**src/rtl/alu_operand_stage_if.sv**
```systemverilog
`default_nettype none
// ============================================================================
//  Module   : alu_operand_stage_if
//  Purpose  : Decode-side, bypass-network and ALU-side signals of the ID/EX operand stage
//  Revision : 1.0 - initial release
// ============================================================================
interface alu_operand_stage_if #(
    parameter int DATA_W     = 32,
    parameter int REG_ADDR_W = 5,
    parameter int ALUOP_W    = 4
);
    logic                  id_valid;
    logic [REG_ADDR_W-1:0] id_rs1;
    logic [REG_ADDR_W-1:0] id_rs2;
    logic [REG_ADDR_W-1:0] id_rd;
    logic [DATA_W-1:0]     id_rs1_data;
    logic [DATA_W-1:0]     id_rs2_data;
    logic [DATA_W-1:0]     id_imm;
    logic                  id_use_imm;
    logic [ALUOP_W-1:0]    id_aluop;
    logic                  id_regwrite;
    logic                  id_memread;
    logic                  hold;
    logic                  flush;
    logic                  exm_regwrite;
    logic [REG_ADDR_W-1:0] exm_rd;
    logic [DATA_W-1:0]     exm_result;
    logic                  mwb_regwrite;
    logic [REG_ADDR_W-1:0] mwb_rd;
    logic [DATA_W-1:0]     mwb_result;
    logic [DATA_W-1:0]     data1;
    logic [DATA_W-1:0]     data2;
    logic [ALUOP_W-1:0]    aluoperation;
    logic                  ex_valid;
    logic [REG_ADDR_W-1:0] ex_rd;
    logic                  ex_regwrite;
    logic                  ex_memread;
    logic [DATA_W-1:0]     ex_rs2_fwd;
    logic                  load_use_stall;

    modport master (
        output id_valid, id_rs1, id_rs2, id_rd, id_rs1_data, id_rs2_data, id_imm,
               id_use_imm, id_aluop, id_regwrite, id_memread, hold, flush,
               exm_regwrite, exm_rd, exm_result, mwb_regwrite, mwb_rd, mwb_result,
        input  data1, data2, aluoperation, ex_valid, ex_rd, ex_regwrite, ex_memread,
               ex_rs2_fwd, load_use_stall
    );

    modport slave (
        input  id_valid, id_rs1, id_rs2, id_rd, id_rs1_data, id_rs2_data, id_imm,
               id_use_imm, id_aluop, id_regwrite, id_memread, hold, flush,
               exm_regwrite, exm_rd, exm_result, mwb_regwrite, mwb_rd, mwb_result,
        output data1, data2, aluoperation, ex_valid, ex_rd, ex_regwrite, ex_memread,
               ex_rs2_fwd, load_use_stall
    );
endinterface
`default_nettype wire

```
**src/rtl/alu_operand_stage.sv**
```systemverilog
`default_nettype none
// ============================================================================
//  Module   : alu_operand_stage
//  Purpose  : ID/EX register with EX/MEM + MEM/WB forwarding and load-use bubble
//  Revision : 1.0 - initial release
// ============================================================================
module alu_operand_stage #(
    parameter int DATA_W     = 32,
    parameter int REG_ADDR_W = 5,
    parameter int ALUOP_W    = 4
) (
    input  wire logic           clk,
    input  wire logic           reset,
    alu_operand_stage_if.slave  bus
);
    localparam logic [REG_ADDR_W-1:0] C_R0 = '0;

    logic                  valid_q,    valid_d;
    logic [REG_ADDR_W-1:0] rs1_q,      rs1_d;
    logic [REG_ADDR_W-1:0] rs2_q,      rs2_d;
    logic [REG_ADDR_W-1:0] rd_q,       rd_d;
    logic [DATA_W-1:0]     rs1_data_q, rs1_data_d;
    logic [DATA_W-1:0]     rs2_data_q, rs2_data_d;
    logic [DATA_W-1:0]     imm_q,      imm_d;
    logic                  use_imm_q,  use_imm_d;
    logic [ALUOP_W-1:0]    aluop_q,    aluop_d;
    logic                  regwrite_q, regwrite_d;
    logic                  memread_q,  memread_d;

    logic                  w_stall;
    logic [DATA_W-1:0]     w_fwd_rs1;
    logic [DATA_W-1:0]     w_fwd_rs2;

    // The load in EX has no data until MEM, so a dependent consumer must wait one cycle.
    always_comb begin
        w_stall = bus.id_valid & valid_q & memread_q & (rd_q != C_R0) &
                  ((rd_q == bus.id_rs1) | (!bus.id_use_imm & (rd_q == bus.id_rs2)));
    end

    always_comb begin
        valid_d    = valid_q;
        rs1_d      = rs1_q;
        rs2_d      = rs2_q;
        rd_d       = rd_q;
        rs1_data_d = rs1_data_q;
        rs2_data_d = rs2_data_q;
        imm_d      = imm_q;
        use_imm_d  = use_imm_q;
        aluop_d    = aluop_q;
        regwrite_d = regwrite_q;
        memread_d  = memread_q;
        if (bus.flush || (!bus.hold && w_stall)) begin
            valid_d    = 1'b0;
            rs1_d      = '0;
            rs2_d      = '0;
            rd_d       = '0;
            rs1_data_d = '0;
            rs2_data_d = '0;
            imm_d      = '0;
            use_imm_d  = 1'b0;
            aluop_d    = '0;
            regwrite_d = 1'b0;
            memread_d  = 1'b0;
        end else if (!bus.hold) begin
            valid_d    = bus.id_valid;
            rs1_d      = bus.id_rs1;
            rs2_d      = bus.id_rs2;
            rd_d       = bus.id_rd;
            rs1_data_d = bus.id_rs1_data;
            rs2_data_d = bus.id_rs2_data;
            imm_d      = bus.id_imm;
            use_imm_d  = bus.id_use_imm;
            aluop_d    = bus.id_aluop;
            regwrite_d = bus.id_regwrite & bus.id_valid;
            memread_d  = bus.id_memread  & bus.id_valid;
        end
    end

    always_ff @(posedge clk) begin
        if (reset) begin
            valid_q    <= 1'b0;
            rs1_q      <= '0;
            rs2_q      <= '0;
            rd_q       <= '0;
            rs1_data_q <= '0;
            rs2_data_q <= '0;
            imm_q      <= '0;
            use_imm_q  <= 1'b0;
            aluop_q    <= '0;
            regwrite_q <= 1'b0;
            memread_q  <= 1'b0;
        end else begin
            valid_q    <= valid_d;
            rs1_q      <= rs1_d;
            rs2_q      <= rs2_d;
            rd_q       <= rd_d;
            rs1_data_q <= rs1_data_d;
            rs2_data_q <= rs2_data_d;
            imm_q      <= imm_d;
            use_imm_q  <= use_imm_d;
            aluop_q    <= aluop_d;
            regwrite_q <= regwrite_d;
            memread_q  <= memread_d;
        end
    end

    // EX/MEM is the younger producer, so it takes precedence over MEM/WB.
    always_comb begin
        if (bus.exm_regwrite && (bus.exm_rd != C_R0) && (bus.exm_rd == rs1_q)) begin
            w_fwd_rs1 = bus.exm_result;
        end else if (bus.mwb_regwrite && (bus.mwb_rd != C_R0) && (bus.mwb_rd == rs1_q)) begin
            w_fwd_rs1 = bus.mwb_result;
        end else begin
            w_fwd_rs1 = rs1_data_q;
        end

        if (bus.exm_regwrite && (bus.exm_rd != C_R0) && (bus.exm_rd == rs2_q)) begin
            w_fwd_rs2 = bus.exm_result;
        end else if (bus.mwb_regwrite && (bus.mwb_rd != C_R0) && (bus.mwb_rd == rs2_q)) begin
            w_fwd_rs2 = bus.mwb_result;
        end else begin
            w_fwd_rs2 = rs2_data_q;
        end
    end

    assign bus.data1          = w_fwd_rs1;
    assign bus.data2          = use_imm_q ? imm_q : w_fwd_rs2;
    assign bus.ex_rs2_fwd     = w_fwd_rs2;
    assign bus.aluoperation   = aluop_q;
    assign bus.ex_valid       = valid_q;
    assign bus.ex_rd          = rd_q;
    assign bus.ex_regwrite    = regwrite_q & valid_q;
    assign bus.ex_memread     = memread_q & valid_q;
    assign bus.load_use_stall = w_stall;

endmodule
`default_nettype wire

```
**src/flat_wrapper.sv**
```systemverilog
// flat-port wrapper written by rule: the top's interface ports become plain ports
module alu_operand_stage_flat 
#(
    parameter int DATA_W     = 32,
    parameter int REG_ADDR_W = 5,
    parameter int ALUOP_W    = 4
)
  (clk, reset, bus_id_valid, bus_id_rs1, bus_id_rs2, bus_id_rd, bus_id_rs1_data, bus_id_rs2_data, bus_id_imm, bus_id_use_imm, bus_id_aluop, bus_id_regwrite, bus_id_memread, bus_hold, bus_flush, bus_exm_regwrite, bus_exm_rd, bus_exm_result, bus_mwb_regwrite, bus_mwb_rd, bus_mwb_result, bus_data1, bus_data2, bus_aluoperation, bus_ex_valid, bus_ex_rd, bus_ex_regwrite, bus_ex_memread, bus_ex_rs2_fwd, bus_load_use_stall);
  alu_operand_stage_if #(.DATA_W(DATA_W), .REG_ADDR_W(REG_ADDR_W), .ALUOP_W(ALUOP_W)) bus_i ();
  input  wire logic clk;
  input  wire logic reset;
  input wire logic [$bits(bus_i.id_valid)-1:0] bus_id_valid;
  input wire logic [$bits(bus_i.id_rs1)-1:0] bus_id_rs1;
  input wire logic [$bits(bus_i.id_rs2)-1:0] bus_id_rs2;
  input wire logic [$bits(bus_i.id_rd)-1:0] bus_id_rd;
  input wire logic [$bits(bus_i.id_rs1_data)-1:0] bus_id_rs1_data;
  input wire logic [$bits(bus_i.id_rs2_data)-1:0] bus_id_rs2_data;
  input wire logic [$bits(bus_i.id_imm)-1:0] bus_id_imm;
  input wire logic [$bits(bus_i.id_use_imm)-1:0] bus_id_use_imm;
  input wire logic [$bits(bus_i.id_aluop)-1:0] bus_id_aluop;
  input wire logic [$bits(bus_i.id_regwrite)-1:0] bus_id_regwrite;
  input wire logic [$bits(bus_i.id_memread)-1:0] bus_id_memread;
  input wire logic [$bits(bus_i.hold)-1:0] bus_hold;
  input wire logic [$bits(bus_i.flush)-1:0] bus_flush;
  input wire logic [$bits(bus_i.exm_regwrite)-1:0] bus_exm_regwrite;
  input wire logic [$bits(bus_i.exm_rd)-1:0] bus_exm_rd;
  input wire logic [$bits(bus_i.exm_result)-1:0] bus_exm_result;
  input wire logic [$bits(bus_i.mwb_regwrite)-1:0] bus_mwb_regwrite;
  input wire logic [$bits(bus_i.mwb_rd)-1:0] bus_mwb_rd;
  input wire logic [$bits(bus_i.mwb_result)-1:0] bus_mwb_result;
  output wire logic [$bits(bus_i.data1)-1:0] bus_data1;
  output wire logic [$bits(bus_i.data2)-1:0] bus_data2;
  output wire logic [$bits(bus_i.aluoperation)-1:0] bus_aluoperation;
  output wire logic [$bits(bus_i.ex_valid)-1:0] bus_ex_valid;
  output wire logic [$bits(bus_i.ex_rd)-1:0] bus_ex_rd;
  output wire logic [$bits(bus_i.ex_regwrite)-1:0] bus_ex_regwrite;
  output wire logic [$bits(bus_i.ex_memread)-1:0] bus_ex_memread;
  output wire logic [$bits(bus_i.ex_rs2_fwd)-1:0] bus_ex_rs2_fwd;
  output wire logic [$bits(bus_i.load_use_stall)-1:0] bus_load_use_stall;
  assign bus_i.id_valid = bus_id_valid;
  assign bus_i.id_rs1 = bus_id_rs1;
  assign bus_i.id_rs2 = bus_id_rs2;
  assign bus_i.id_rd = bus_id_rd;
  assign bus_i.id_rs1_data = bus_id_rs1_data;
  assign bus_i.id_rs2_data = bus_id_rs2_data;
  assign bus_i.id_imm = bus_id_imm;
  assign bus_i.id_use_imm = bus_id_use_imm;
  assign bus_i.id_aluop = bus_id_aluop;
  assign bus_i.id_regwrite = bus_id_regwrite;
  assign bus_i.id_memread = bus_id_memread;
  assign bus_i.hold = bus_hold;
  assign bus_i.flush = bus_flush;
  assign bus_i.exm_regwrite = bus_exm_regwrite;
  assign bus_i.exm_rd = bus_exm_rd;
  assign bus_i.exm_result = bus_exm_result;
  assign bus_i.mwb_regwrite = bus_mwb_regwrite;
  assign bus_i.mwb_rd = bus_mwb_rd;
  assign bus_i.mwb_result = bus_mwb_result;
  assign bus_data1 = bus_i.data1;
  assign bus_data2 = bus_i.data2;
  assign bus_aluoperation = bus_i.aluoperation;
  assign bus_ex_valid = bus_i.ex_valid;
  assign bus_ex_rd = bus_i.ex_rd;
  assign bus_ex_regwrite = bus_i.ex_regwrite;
  assign bus_ex_memread = bus_i.ex_memread;
  assign bus_ex_rs2_fwd = bus_i.ex_rs2_fwd;
  assign bus_load_use_stall = bus_i.load_use_stall;
  alu_operand_stage #(.DATA_W(DATA_W), .REG_ADDR_W(REG_ADDR_W), .ALUOP_W(ALUOP_W)) u_core (.clk(clk), .reset(reset), .bus(bus_i));
endmodule
```
**config.mk**
```make
export PLATFORM = sky130hd
export DESIGN_NAME = alu_operand_stage_flat
export DESIGN_NICKNAME = d
export VERILOG_FILES = /design/src/rtl/alu_operand_stage_if.sv /design/src/rtl/alu_operand_stage.sv /design/src/flat_wrapper.sv
export SDC_FILE = /design/constraint.sdc
export NUM_CORES = 1
export LEC_CHECK = 0
export ABC_AREA = 0
export CELL_PAD_IN_SITES_DETAIL_PLACEMENT = 1
export CELL_PAD_IN_SITES_GLOBAL_PLACEMENT = 2
export CORE_MARGIN = 2
export CORE_UTILIZATION = 23
export CTS_CLUSTER_SIZE = 20
export DETAILED_ROUTE_END_ITERATION = 10
export MAX_ROUTING_LAYER = met4
export PLACE_DENSITY_LB_ADDON = 0.1
export SKIP_CTS_REPAIR_TIMING = 1
export SLEW_MARGIN = 5
export SYNTH_ARGS = -nofsm -noshare
export SYNTH_HDL_FRONTEND = slang
export SYNTH_SLANG_ARGS = --single-unit
```
**constraint.sdc**
```tcl
create_clock -name clk -period 2.3 [get_ports clk]
set_input_delay 0.23 -clock clk [delete_from_list [all_inputs] [get_ports clk]]
set_output_delay 0.23 -clock clk [all_outputs]
set_load 0.01 [all_outputs]
```
==> flow_summary.yaml <==
route:
  initialDrtViolationCount: 318
  drc: 0
  antenna_left: 0
  routed_via_density: 4.91
  drtPass1Iterations: 4
  routed_wl_um: 32000
  wl_per_cell_um: 21.6
  vias: 7255
global_routing:
  grt-ovfl-total: 0
  first_global_vias: 7370
  grt_usage: 0.203
  grt_pass1_wl_um: 43400
  grt_max_degree: 65
  antenna_found_initial: 6
place:
  dp_cells: 1399
  hpwl_um: 21100
  gp_congestion: 0.751
  port_buffers: 307
pwr:
  seqPwrFrac: 0.347
  power_density_nw_per_um2: 515
  ir_drop_mv: 0.457
  p_clk_frac: 0.430
  swShare: 0.273
  p_leak_nw: 4.84
  p_int_mw: 4.58
  pwr-share-comb: 0.223
  p_switching_mw: 1.72
clock_network:
  path_clk_slew_ns: 0.06
  cts_tree: "built"
  clock-sinks: 119
  cts_max_level: 4
  numCtsBuffers: 17
  clock_latency_ns: 0.43
  clock_path_buffers: 2
  cts_root_buffer: "clkbuf_16"
synth:
  muxShareOfSynthArea: 0.102
  synth-seq-cells: 119
  synth_ff_type: "dfxtp_1"
  synth_top_family_by_area: "compound AO/OA/AOI/OAI gates"
  synth_edf_count: 0
  synthXorXnorAreaFrac: 0.0409
  syn-num-nets: 894
  synth_compound_area_frac: 0.266
  yosys_warnings: 0
  ys_types: 37
  avgSynthCellArea_um2: 9.25
  yosys.area_share.simple: 0.142
  synthAdderAreaFrac: 0
  syn_area_um2: 6430
  syn_inst: 695
  yosysSeqAreaShare: 0.371
  async_reset_ff_frac: 0
finish:
  final_layout_size_suffix_gt1_frac: 0.353
  fillers: 3092
  layout_common_cells: "clkdlybuf4s50_1, a22o_1, dfxtp_1"
  area_growth_pct: 90.2
  instances_no_fill: 1478
  post-route-util: 0.442
  final_common_cell: "clkdlybuf4s50_1"
  nets: 1282
worst_setup_path:
  cp-end-kind: "output pin"
  cpMaxStageDelayCell: "or4b_4"
  crit_chain: "xor2_4 -> or4b_4 -> buf_12 -> buf_12 -> buf_6 -> o31ai_4 -> a31oi_2 -> mux2_4 -> buf_6"
  crit_fanout: 4
  critPathLaunchType: "flop"
  critPathArrivalTime_ns: 2.71
  cp_data_required_time_ns: 2.07
  cpPeakStageDelay_ns: 0.60
  criticalPathCategory: "flop to output pin"
  rr_worst_depth: 6
  reg2reg_setup_slack_ns: 0.05
floorplan:
  dieArea_um2: 29300
  die_x_um: 171
  core_um2: 27600
  rows: 61
  die_h_um: 171
  initial_core_util: 0.233
  ios: 308
status:
  status: "finished with violations"
  violations: "setup timing"
hold_path:
  whs_path_depth: 2
  hp-class: "input pin to flop"
timing:
  fin_crit_ns: 2.94
  fmax_mhz: 341
  fin_ws_ns: -0.636
  setup_violations: 96
  tightest_slew_ns: 0.440
  max-slew-margin-rel: 0.707
  grt_setup_unrepaired: "true"
  final_hold_viol_count: 0
  slew_violations: 0
  skew_ns: 0.0104
  fin_crit_sh: 1.28
flow_run:
  cap_violations: 0
cell usage after synthesis, types with 20 or more instances:
master    instances  area share
mux2i_1          32       0.050
nand2_1          34       0.020
nand3_1          32       0.025
xnor2_1          20       0.027
clkbuf_1         58       0.034
nor4_1           30       0.029
mux2_1           24       0.042
dfxtp_1         119        0.37
o31ai_1          32       0.037
nor3_1           31       0.024
nor2_1           39       0.023
a21oi_1          32       0.025
a31oi_1          30       0.029
a22o_1          117        0.16
power groups by stage:
| stage | registers (mW) | logic (mW) | clock network (mW) |
|---|---|---|---|
| CTS | 2.17 | 1.29 | 2.77 |
| floorplan | 2.21 | 0.455 | 0 |
| detailed placement | 2.22 | 1.28 | 0 |
| global route | 2.19 | 1.50 | 2.85 |
| finish | 2.18 | 1.40 | 2.70 |
| global placement | 2.22 | 1.27 | 0 |
registers in the layout (all words and copies together), names as in the netlist:
name                     cells
u_core.rs2_data_q           32
u_core.rs2_q                 5
u_core.memread_q             1
u_core.rs1_data_q           32
u_core.regwrite_q            1
u_core.bus.ex_rd             5
u_core.bus.aluoperation      4
u_core.imm_q                32
u_core.rs1_q                 5
u_core.use_imm_q             1
u_core.bus.ex_valid          1
cell families (layout without fill, tap and decap cells):
logic type,after synthesis,in the layout
AOI/OAI and AO/OA,220,220
and+or+nand+nor,184,184
other,0,7
muxes,62,62
xor gates and xnor gates,30,30
buffers and inverters,80,478
DFF,119,119
layer usage:
layer | routed length (um) | part of all wire | global-route usage | vias to the layer above
met2 | 15100 | 0.47 | 0.324 | 224
met3 | 2090 | 0.065 | 0.0543 | 15
met5 | 0 | 0 | - | -
met4 | 270 | 0.0084 | 0.0464 | 0
li1 | - | - | - | 3457
met1 | 14500 | 0.45 | 0.257 | 3559
final timing paths:
kind	endpoint	start
max	bus_data2[12]	u_core.rs2_q[4]$_SDFFE_PP0N_
min	u_core.rs1_data_q[25]$_SDFFE_PP0N_	bus_id_rs1_data[25]
max reg2reg	u_core.imm_q[16]$_SDFFE_PP0N_	u_core.bus.ex_rd[0]$_SDFFE_PP0N_
min reg2reg	u_core.regwrite_q$_SDFFE_PP0N_	u_core.regwrite_q$_SDFFE_PP0N_
layout make-up:
cell class	count	area [um2]	area share
clock inverters	8	100	0.00819
multi-input cells	496	4400	0.360
repair buffers	449	4370	0.357
flip-flops and latches	119	2390	0.196
diodes	7	17.5	0.00143
well taps	378	473	0.0387
clock buffers	21	470	0.0385
stage by stage:
stage	power (mW)	hold WS [ns]	instance area [um2]	TNS (ns)	setup WS [ns]
finish	6.29	0.390	12200	-38.91	-0.636
CTS	6.22	0.380	11000	-83.53	-1.04
detailed placement	3.50	0.450	10500	-77.79	-0.904
global placement	3.49	0.441	10500	-76.95	-0.928
floorplan	2.66	0.363	6430	0	0.0230
global route	6.54	0.385	12200	-48.13	-0.704
critical path: cells and delay by family, from the launching register on:
family | cells | cell delay, ns
compound gates | 2 | 0.31
flops | 1 | 0.36
simple gates | 1 | 0.60
mux | 1 | 0.29
xor+xnor | 1 | 0.18
buf+inv | 4 | 0.53
(Power assumes the default switching activity.)
